### src/rtl/dds_phase_sequencer.sv
// DDS phase accumulator with wrap-synchronous FTW/mode commit.
// Reconfiguration while running is staged and lands on a phase wrap.
module dds_phase_sequencer #(
  parameter int ACC_W  = 24,
  parameter int ADDR_W = 11,
  parameter int MODE_W = 3
) (
  input  logic              clk,
  input  logic              rst_n,
  input  logic              Enable_i,
  input  logic              Cfg_valid_i,
  output logic              Cfg_ready_o,
  input  logic [ACC_W-1:0]  Cfg_ftw_i,
  input  logic [MODE_W-1:0] Cfg_mode_i,
  output logic [ADDR_W-1:0] Address_o,
  output logic [MODE_W-1:0] Mode_o,
  output logic              Addr_valid_o,
  output logic              Wrap_o
);

  typedef enum logic [1:0] {
    IDLE = 2'd0,
    RUN  = 2'd1,
    PEND = 2'd2
  } state_t;

  state_t              state, state_d;
  logic [ACC_W-1:0]    acc, acc_d;
  logic [ACC_W-1:0]    ftw_act, ftw_stg;
  logic [MODE_W-1:0]   mode_act, mode_stg;
  logic                wrap_q, wrap_d;

  logic [ACC_W-1:0]    sum;
  logic                carry;
  logic                xfer;
  logic                ld_act;
  logic                ld_stg;
  logic                commit;

  assign {carry, sum} = {1'b0, acc} + {1'b0, ftw_act};
  assign Cfg_ready_o  = (state != PEND);
  assign xfer         = Cfg_valid_i && Cfg_ready_o;

  always_ff @(posedge clk or negedge rst_n) begin
    if (!rst_n) begin
      state <= IDLE;
    end else begin
      state <= state_d;
    end
  end

  always_comb begin
    state_d = state;
    acc_d   = acc;
    wrap_d  = 1'b0;
    ld_act  = 1'b0;
    ld_stg  = 1'b0;
    commit  = 1'b0;
    unique case (state)
      IDLE: begin
        acc_d  = '0;
        ld_act = xfer;
        if (Enable_i) begin
          state_d = RUN;
        end
      end
      RUN: begin
        if (!Enable_i) begin
          state_d = IDLE;
          acc_d   = '0;
          ld_act  = xfer;
        end else begin
          acc_d  = sum;
          wrap_d = carry;
          if (xfer) begin
            ld_stg  = 1'b1;
            state_d = PEND;
          end
        end
      end
      PEND: begin
        if (!Enable_i) begin
          state_d = IDLE;
          acc_d   = '0;
          commit  = 1'b1;
        end else begin
          acc_d  = sum;
          wrap_d = carry;
          // a zero FTW never wraps, so commit at once
          if (carry || (ftw_act == '0)) begin
            commit  = 1'b1;
            state_d = RUN;
          end
        end
      end
      default: begin
        state_d = IDLE;
        acc_d   = '0;
      end
    endcase
  end

  always_ff @(posedge clk or negedge rst_n) begin
    if (!rst_n) begin
      acc      <= '0;
      ftw_act  <= '0;
      mode_act <= '0;
      ftw_stg  <= '0;
      mode_stg <= '0;
      wrap_q   <= 1'b0;
    end else begin
      acc    <= acc_d;
      wrap_q <= wrap_d;
      if (ld_act) begin
        ftw_act  <= Cfg_ftw_i;
        mode_act <= Cfg_mode_i;
      end else if (commit) begin
        ftw_act  <= ftw_stg;
        mode_act <= mode_stg;
      end
      if (ld_stg) begin
        ftw_stg  <= Cfg_ftw_i;
        mode_stg <= Cfg_mode_i;
      end
    end
  end

  assign Address_o    = acc[ACC_W-1 -: ADDR_W];
  assign Mode_o       = mode_act;
  assign Addr_valid_o = (state != IDLE);
  assign Wrap_o       = wrap_q;

endmodule
### config.mk
export PLATFORM = sky130hd
export DESIGN_NAME = dds_phase_sequencer
export DESIGN_NICKNAME = d
export VERILOG_FILES = /design/src/rtl/dds_phase_sequencer.sv
export SDC_FILE = /design/constraint.sdc
export NUM_CORES = 1
export LEC_CHECK = 0
export CAP_MARGIN = 5
export CELL_PAD_IN_SITES_DETAIL_PLACEMENT = 2
export CELL_PAD_IN_SITES_GLOBAL_PLACEMENT = 2
export CORE_MARGIN = 2
export CORE_UTILIZATION = 38
export DETAILED_ROUTE_END_ITERATION = 10
export GPL_ROUTABILITY_DRIVEN = 0
export PLACE_DENSITY_LB_ADDON = 0.1
export SKIP_LAST_GASP = 1
export SYNTH_ARGS = -nofsm -noshare
export SYNTH_HDL_FRONTEND = slang
export SYNTH_SLANG_ARGS = --single-unit
export TNS_END_PERCENT = 20
### constraint.sdc
create_clock -name clk -period 3.31 [get_ports clk]
set_input_delay 0.4965 -clock clk [delete_from_list [all_inputs] [get_ports clk]]
set_output_delay 0.4965 -clock clk [all_outputs]
set_load 0.02 [all_outputs]
==> flow_metrics.tcl <==
set metrics [dict create \
    cts_max_level 3 \
    hold-worst-slack_ns 0.323 \
    dr_wl_met3_um 337 \
    cts_made_buffers 9 \
    seq_power_share 0.317 \
    avgSynthCellArea_um2 11.1 \
    grt_max_degree 82 \
    swShare 0.416 \
    rsz0062_at_grt "false" \
    syn_inst 423 \
    clock_skew_ns 0.00652 \
    fp.dieH_um 115 \
    end_kind "flop" \
    power.total_mw 5.96 \
    worstPathRequired_ns 3.57 \
    setup_tns_ns 0 \
    worstMarginPinSlew_ns 1.09 \
    p_comb_frac 0.508 \
    powerDensity_nw_per_um2 1070 \
    antenna_found_initial 0 \
    syn-num-nets 483 \
    postRouteAntennaNets 0 \
    syn_area_um2 4710 \
    worstSetupPathType "flop to flop" \
    die-area_um2 13300 \
    routed.top_layer "met4" \
    grt_pass1_vias 4001 \
    r2r-start "ftw_act[0]" \
    timing.final.crit_share 0.871 \
    vias 3560 \
    wl_per_cell_um 20.5 \
    num_rows 40 \
    grt_usage 0.212 \
    leakagePower_nw 2.31 \
    post-dp-hpwl_um 8990 \
    layout-drive-gt1-share 0.149 \
    cts_hold_buf 0 \
    crit_path_start_kind "flop" \
    critPathArrivalTime_ns 3.14 \
    setup_violations 0 \
    wl_met2_um 6530 \
    ys_top_cells_by_area "dfrtp_1 (43%), ha_1 (7.4%), mux2_2 (6.5%)" \
    cts_setup_buffers 0 \
    root_buffer "clkbuf_16" \
    clkSinkCount 81 \
    drt-met1-wl_um 5940 \
    clk_path_buf_depth 2 \
    synth-seq-cells 81 \
    hold_class "input port to async pin" \
    fp.dieW_um 115 \
    cts_tree "done" \
    ys_types 59 \
    intPower_mw 3.48 \
    synth-seq-area-share 0.430 \
    post-synth-top-area-fraction 0.430 \
    drv_slew 0 \
    synth_top_cell_by_area "dfrtp_1" \
    max_cap_violations 0 \
    first_iter_violations 149 \
    slew_headroom 0.274 \
    grt_pass1_wl_um 21700 \
    hold_violations 0 \
    r2r-end "acc[22]" \
    status "finished, final reports clean" \
    r2r_setup_slack_ns 0.43 \
    clkPwrFrac 0.175 \
    yosysWarnings 0 \
    start_util 0.391 \
    layout.nets 517 \
    max_freq_mhz 347 \
    portBuffers 47 \
    worst-path-max-fanout 3 \
    avgViaCountPerCell 5.65 \
    drt-total-wl_um 12900 \
    io_pins 48 \
    insertion_delay_ns 0.35 \
    dr.pass1.iters 4 \
    r2r_cells 10 \
    antenna_cells 0 \
    p_switching_mw 2.48 \
    ir_drop_mv 0.481 \
    syn_to_final_growth_pct 18.3 \
    post_cts_resized 0 \
    min_period_ns 2.88 \
    core_area_um2 12100 \
    grt-ovfl-total 0 \
    drc_errors 0 \
    clkTransAtPathRegs_ns 0.06 \
]
-- flip-flops by register name (all words and copies together), names as in the netlist --
register	flops
acc	24
ftw_act	24
ftw_stg	24
Mode_o	3
mode_stg	3
state	2
Wrap_o	1
-- worst max-delay path, cell delays in order (launching register included) --
cell and delay (ns):
dfrtp_1 0.37, ha_1 0.18, inv_1 0.06, fa_1 0.37
and2b_2 0.27, o2111ai_4 0.15, a21oi_1 0.23, o31ai_1 0.18
a2111oi_1 0.66, nor4_1 0.11, nor3_1 0.20
-- how the worst max path moves through the flow --
stage                           from     endpoint  depth (start not counted)
after floorplan           ftw_act[0]    Mode_o[0]                         11
after global placement    ftw_act[0]  ftw_act[10]                         10
after detailed placement  ftw_act[0]  ftw_act[20]                         10
after CTS                 ftw_act[0]  ftw_act[12]                         10
after global routing      ftw_act[0]  ftw_act[12]                         10
final                     ftw_act[0]      acc[22]                         10
-- logic make-up after synthesis --
logic type | share of synthesized area
flip-flops | 0.430
AND/OR/NAND/NOR | 0.119
adder cells (fa/ha/maj) | 0.0786
XOR/XNOR | 0.0297
buffers and inverters | 0.0454
multiplexers | 0.0688
AO/OA/AOI/OAI | 0.228
-- cell usage after synthesis, drive strengths merged --
library cell  count
a2111oi           1
a21boi            2
a21o              6
a21oi            27
a2bb2oi           1
a31o              2
a31oi             2
a41oi             2
and2              1
and2b             2
and3              7
buf              20
clkbuf            9
dfrtp            81
fa                1
ha               28
inv              11
mux2             27
mux2i             2
nand2            28
nand2b            3
nand3             9
nand4             6
nor2             25
nor2b             4
nor3              7
nor3b             1
nor4              8
nor4b             1
o2111ai           1
o211ai            2
o21a              5
o21ai            10
o21bai            1
o221a            27
o221ai            2
o22a             27
o2bb2ai           2
o31a              1
o31ai             1
or2               3
or3               1
xnor2             7
xor2              9
-- cell usage in the layout (no fill, tap or decap), types with 3 or more instances in the layout --
cell type	synthesis	layout
nand2b_1	3	3
o21ai_0	8	8
nand3_1	9	9
clkdlybuf4s50_1	0	46
nand2_1	27	27
nand4_1	5	5
nor4_1	7	7
inv_1	11	11
buf_4	11	5
a21oi_2	3	3
ha_1	28	28
a21oi_1	22	22
mux2_2	27	27
a21o_1	6	6
nor2_1	24	24
nor2b_1	4	4
nor3_1	7	7
dfrtp_1	81	81
and3_1	5	5
o221a_1	27	27
o22a_1	27	27
xnor2_1	7	7
xor2_1	9	9
clkbuf_16	0	9
o21a_1	4	4
-- per-layer routing --
layer	global-route usage	up-vias
li1	-	1661
met3	0.0480	7
met2	0.358	42
met4	0.0410	0
met1	0.280	1850
met5	0	-
-- cell type report --
class	instances	area, um2
fillers	1236	6490
multi-input cells	302	2470
flip-flops and latches	81	2030
repair buffers	52	518
clock buffers	11	243
well taps	168	210
clock inverters	5	63.8
inverters	11	41.3
-- metrics by stage --
step / setup slack (ns) / instance area, um2 / util / std cells
finish: 0.427 / 5570 / 0.462 / 630
global route: 0.277 / 5570 / 0.462 / 630
CTS: 0.408 / 5570 / 0.462 / 630
detailed placement: 0.422 / 5270 / 0.437 / 614
global placement: 0.509 / 5270 / 0.437 / 614
floorplan: 0.835 / 4710 / - / 423
-- power by group through the flow --
stage | Sequential [mW] | Combinational [mW] | Clock [mW]
global placement | 1.86 | 2.91 | 0
global route | 1.95 | 3.36 | 1.12
detailed placement | 1.90 | 3.03 | 0
floorplan | 1.73 | 2.35 | 0
finish | 1.89 | 3.03 | 1.04
CTS | 1.89 | 3.07 | 1.07
Power figures use the tool's default switching activity.
